**config.mk**
```make
export PLATFORM = sky130hd
export DESIGN_NAME = ps2_digit_decoder
export DESIGN_NICKNAME = d
export VERILOG_FILES = /design/src/rtl/ps2_digit_decoder.sv
export SDC_FILE = /design/constraint.sdc
export NUM_CORES = 1
export LEC_CHECK = 0
export ABC_AREA = 1
export CAP_MARGIN = 20
export CORE_MARGIN = 3
export CORE_UTILIZATION = 30
export CTS_BUF_LIST = sky130_fd_sc_hd__clkbuf_4 sky130_fd_sc_hd__clkbuf_8
export DETAILED_ROUTE_END_ITERATION = 10
export GPL_TIMING_DRIVEN = 0
export SLEW_MARGIN = 20
export SYNTH_ARGS = -nofsm -noshare
export SYNTH_HDL_FRONTEND = slang
export SYNTH_SLANG_ARGS = --single-unit
```
**constraint.sdc**
```tcl
create_clock -name clk -period 1.9 [get_ports clk]
set_input_delay 0.19 -clock clk [delete_from_list [all_inputs] [get_ports clk]]
set_output_delay 0.19 -clock clk [all_outputs]
set_load 0.01 [all_outputs]
```
**src/rtl/ps2_digit_decoder.sv**
```systemverilog
// Scan-code set 2 decoder feeding a four-digit, right-entering display buffer.
// Define KEY_REPEAT_EN to accept typematic repeats of digits and Backspace.
module ps2_digit_decoder #(
  parameter int unsigned TIMEOUT_CYCLES = 50000
) (
  input  logic       clk,
  input  logic       reset,
  input  logic [7:0] rx_byte,
  input  logic       rx_valid,
  output logic [3:0] Data0,
  output logic [3:0] Data1,
  output logic [3:0] Data2,
  output logic [3:0] Data3,
  output logic [2:0] digit_count,
  output logic       key_valid,
  output logic [3:0] key_code
);

  localparam logic [7:0]  CODE_EXT  = 8'hE0;
  localparam logic [7:0]  CODE_BRK  = 8'hF0;
  localparam logic [7:0]  CODE_BKSP = 8'h66;
  localparam logic [7:0]  CODE_ESC  = 8'h76;
  localparam logic [15:0] TMO_LAST  = 16'(TIMEOUT_CYCLES - 1);

  typedef enum logic [1:0] {IDLE, BRK, EXT, EXT_BRK} state_t;

  state_t      state, state_nxt;
  logic [15:0] tmo_cnt, tmo_nxt;
  logic [7:0]  last_make;
  logic        held;
  logic        make_evt, brk_evt, is_repeat, accept;
  logic        is_digit;
  logic [3:0]  digit_val;

  // Main-row and keypad codes both map to the same decimal digit
  always_comb begin
    is_digit  = 1'b1;
    digit_val = 4'd0;
    case (rx_byte)
      8'h45, 8'h70: digit_val = 4'd0;
      8'h16, 8'h69: digit_val = 4'd1;
      8'h1E, 8'h72: digit_val = 4'd2;
      8'h26, 8'h7A: digit_val = 4'd3;
      8'h25, 8'h6B: digit_val = 4'd4;
      8'h2E, 8'h73: digit_val = 4'd5;
      8'h36, 8'h74: digit_val = 4'd6;
      8'h3D, 8'h6C: digit_val = 4'd7;
      8'h3E, 8'h75: digit_val = 4'd8;
      8'h46, 8'h7D: digit_val = 4'd9;
      default:      is_digit  = 1'b0;
    endcase
  end

  always_comb begin
    state_nxt = state;
    tmo_nxt   = 16'd0;
    make_evt  = 1'b0;
    brk_evt   = 1'b0;
    case (state)
      IDLE: if (rx_valid) begin
        if (rx_byte == CODE_EXT)      state_nxt = EXT;
        else if (rx_byte == CODE_BRK) state_nxt = BRK;
        else                          make_evt  = 1'b1;
      end
      BRK: if (rx_valid) begin
        brk_evt   = 1'b1;
        state_nxt = IDLE;
      end
      EXT: if (rx_valid) state_nxt = (rx_byte == CODE_BRK) ? EXT_BRK : IDLE;
      EXT_BRK: if (rx_valid) state_nxt = IDLE;
      default: state_nxt = IDLE;
    endcase
    // A pending prefix is abandoned if its follow-up byte never arrives
    if (state != IDLE && !rx_valid) begin
      if (tmo_cnt == TMO_LAST) state_nxt = IDLE;
      else                     tmo_nxt   = tmo_cnt + 16'd1;
    end
    is_repeat = make_evt && held && (rx_byte == last_make);
`ifdef KEY_REPEAT_EN
    accept = make_evt && (!is_repeat || is_digit || rx_byte == CODE_BKSP);
`else
    accept = make_evt && !is_repeat;
`endif
  end

  always_ff @(posedge clk or negedge reset) begin
    if (!reset) begin
      state   <= IDLE;
      tmo_cnt <= 16'd0;
    end else begin
      state   <= state_nxt;
      tmo_cnt <= tmo_nxt;
    end
  end

  always_ff @(posedge clk or negedge reset) begin
    if (!reset) begin
      last_make   <= 8'h00;
      held        <= 1'b0;
      Data0       <= 4'hF;
      Data1       <= 4'hF;
      Data2       <= 4'hF;
      Data3       <= 4'hF;
      digit_count <= 3'd0;
      key_valid   <= 1'b0;
      key_code    <= 4'd0;
    end else begin
      key_valid <= 1'b0;
      if (make_evt && !is_repeat) begin
        last_make <= rx_byte;
        held      <= 1'b1;
      end
      if (brk_evt && rx_byte == last_make) held <= 1'b0;
      if (accept) begin
        if (is_digit) begin
          Data3       <= Data2;
          Data2       <= Data1;
          Data1       <= Data0;
          Data0       <= digit_val;
          digit_count <= (digit_count == 3'd4) ? 3'd4 : digit_count + 3'd1;
          key_valid   <= 1'b1;
          key_code    <= digit_val;
        end else if (rx_byte == CODE_BKSP) begin
          if (digit_count != 3'd0) begin
            Data0       <= Data1;
            Data1       <= Data2;
            Data2       <= Data3;
            Data3       <= 4'hF;
            digit_count <= digit_count - 3'd1;
          end
        end else if (rx_byte == CODE_ESC) begin
          Data0       <= 4'hF;
          Data1       <= 4'hF;
          Data2       <= 4'hF;
          Data3       <= 4'hF;
          digit_count <= 3'd0;
        end
      end
    end
  end

endmodule

```
==> metrics.txt <==
status finished, final reports clean; Seq/Total Area, Yosys 0.410; Longest Clk Path Bufs 2; Reg2Reg Capture Point Data2[2]; Die Footprint between 10000 and 15000 um2; FF-to-FF Start digit_count[0]; Hold Path Stages 3; worst clock skew between 0.01 and 0.015 ns; Post-DP Area 3650 um2; nets 502; Worst Path Max Fanout 10; CTS Buf Count 5; most common cell in the netlist nand2_1; number of global-route vias before repair roughly 2800; Clock Root Buffer clkbuf_8; Fin Hold WS 0.210 ns; most used cell along the critical path ha_1; DRC Markers 0; Synth Cell Area approximately 3200 um2; placed instance count 610; clk_lat worst skew 0.31 ns; part of the cycle the worst path needs 0.921; Post-synth EDFFs 0; area growth from synthesis to layout 21.9%; Synth area leaders dfrtp_1, nand2_1, dfstp_2; crit path max-delay cell type dfrtp_1; maximum VDD drop around 0.36 mV; yosys warns 0; unrepaired setup endpoints after global routing no; post-synth cell types 34; Worst path max stage delay 0.39 ns; cell taking the most area after synthesis dfrtp_1; fmax 571 MHz; Avg Inst Size Synth 7.12 um2; CTS sink cnt 51; number of antenna violations at the first check in global routing 0; Seq cells post-synth 51; Detailed Route WL between 7000 and 8000 um; element type at the critical path start flip-flop; core area 10000 um2; hpwl dp 5480 um; critical path capture point type flip-flop; Overall Power 3.33 mW; synthesized instance count 444; Req. time, crit path 2.13 ns; Hold EP last_make[1]; # fillers 1089; crit-path cells inv_1 > ha_1 > ha_1 > a21oi_1 > nand2_2 > buf_6 > buf_4 > nand3_1 > nand2_1; Worst Hold Class in -> reg; kind of critical path reg -> reg; Clk pin slew, worst setup/hold paths 0.10 ns; first-pass GRT wire length 12600 um; final-report hold violation count 0; post-route minimum period around 1.7 ns; Vias 2839; Synth async-reset ratio 1.00; io pins 35; Iter 0 DRT Violations 143; ant diodes 0; reg2reg setup slack 0.15 ns; Die Y 109 um; Buf/Inv on CP 3; layout cells sized above 1 0.170; die width 109 um; Routed Antenna Nets 0; Total GRT Usage 0.132; Slew headroom 0.566; Final Setup Violations 0; Critical Path AT a little under 2 ns; largest net degree at the start of global routing 52; leakage 1.87 nW; Cell Rows 36; Final Max Tran Viols 0; DR WL/cell 11.7 um; via/cell ratio roughly 4.6; routability cong. 0.865; final instance area slightly below 4000 um2; syn_nets 460; worst r2r path cells 9; DRT Pass-1 Iters 4; CTS tree done; kind of cell adding the most delay to the critical path adder cells; Initial Util 0.316; # H-tree levels 2; Slew @ Worst Pin 0.651 ns; IO buf count 33; Synth top area share 0.277; Total Neg Setup Slack 0 ns; gr ovfl total 0; Finished Layout Cells 620; Max Cap Viol 0; worst hold start rx_byte[1]; Synth Flop Type dfrtp_1; critical path startpoint digit_count[0]; Pwr Density 866 nW/um2; synth cell count leaders nand2_1, nor2_1, inv_1
-- where the power goes --
| part | internal [mW] | switching [mW] |
|---|---|---|
| logic | 0.565 | 0.512 |
| clock network | 0.267 | 0.385 |
| registers | 1.42 | 0.187 |
-- cell families after synthesis --
logic type | after synthesis | synth area share
simple gates | 271 | 0.372
buf+inv | 61 | 0.0819
flops | 51 | 0.410
compound gates | 44 | 0.0827
xor+xnor | 12 | 0.0333
fa+ha+maj | 5 | 0.0198
-- worst max path at each step --
stage	slack (ns)	endpoint	cells past startpoint
detailed placement	-0.55	Data2[2]	11
CTS	0.03	Data2[2]	10
global placement	-0.92	last_make[3]	1
floorplan	0.20	Data3[2]	9
finish	0.15	Data2[2]	9
global route	0.002	tmo_cnt[6]	8
-- metal layers --
layer  GRT usage  wire length [um]  vias up
met5           0                 0        -
met2       0.222              3430       44
met4      0.0361                93        0
met3      0.0290               352        9
li1            -                 -     1477
met1       0.172              3360     1309
-- flip-flops by register name, indices dropped and copies added, names as in the netlist --
signal and flops:
Data0 4, Data1 4, Data2 4, Data3 4, digit_count 3, held 1
key_code 4, key_valid 1, last_make 8, state 2, tmo_cnt 16
-- cell usage in the layout (no fill, tap or decap), types with 2 or more instances in the layout --
| master | count |
|---|---|
| a21oi_1 | 11 |
| buf_2 | 3 |
| buf_4 | 5 |
| buf_6 | 2 |
| clkbuf_2 | 3 |
| clkbuf_8 | 5 |
| clkdlybuf4s50_1 | 25 |
| dfrtp_1 | 35 |
| dfstp_2 | 16 |
| dlygate4sd2_1 | 3 |
| ha_1 | 5 |
| inv_1 | 42 |
| inv_2 | 7 |
| inv_6 | 2 |
| nand2_1 | 139 |
| nand2_2 | 11 |
| nand2_4 | 3 |
| nand3_1 | 38 |
| nand4_1 | 3 |
| nor2_1 | 46 |
| nor2_2 | 6 |
| nor2_4 | 7 |
| nor3_1 | 6 |
| nor3b_1 | 2 |
| nor4_1 | 3 |
| o21ai_0 | 17 |
| o21bai_1 | 11 |
| or2_2 | 4 |
| xor2_1 | 11 |
-- worst min-delay path, stage by stage --
cell     delay, ns
buf_2         0.15
inv_2         0.07
o21ai_0       0.07
-- per-stage QoR --
stage,setup WS (ns),util
3_5_place_dp,-0.553,0.365
4_1_cts,0.0297,0.378
2_1_floorplan,0.197,-
5_1_grt,0.00249,0.385
3_3_place_gp,-0.919,0.366
6_report,0.150,0.385
-- repair_timing --
item                                    CTS  global route
hold buffers                              1             0
endpoints found under the setup margin   32            30
endpoints found under the hold margin    35             0
setup buffers                             0             2
resized for setup                        18            25
-- cell type report --
cell class	count	area [um2]	share of cell area
Sequential cell	51	1300	0.337
Tap cell	133	166	0.0432
Clock buffer	5	68.8	0.0179
Buffer	9	75.1	0.0195
Inverter	51	194	0.0504
Multi-Input combinational cell	332	1690	0.440
Timing Repair Buffer	36	334	0.0867
Clock inverter	3	22.5	0.00585
No activity file was read; power rests on OpenSTA's default activity.
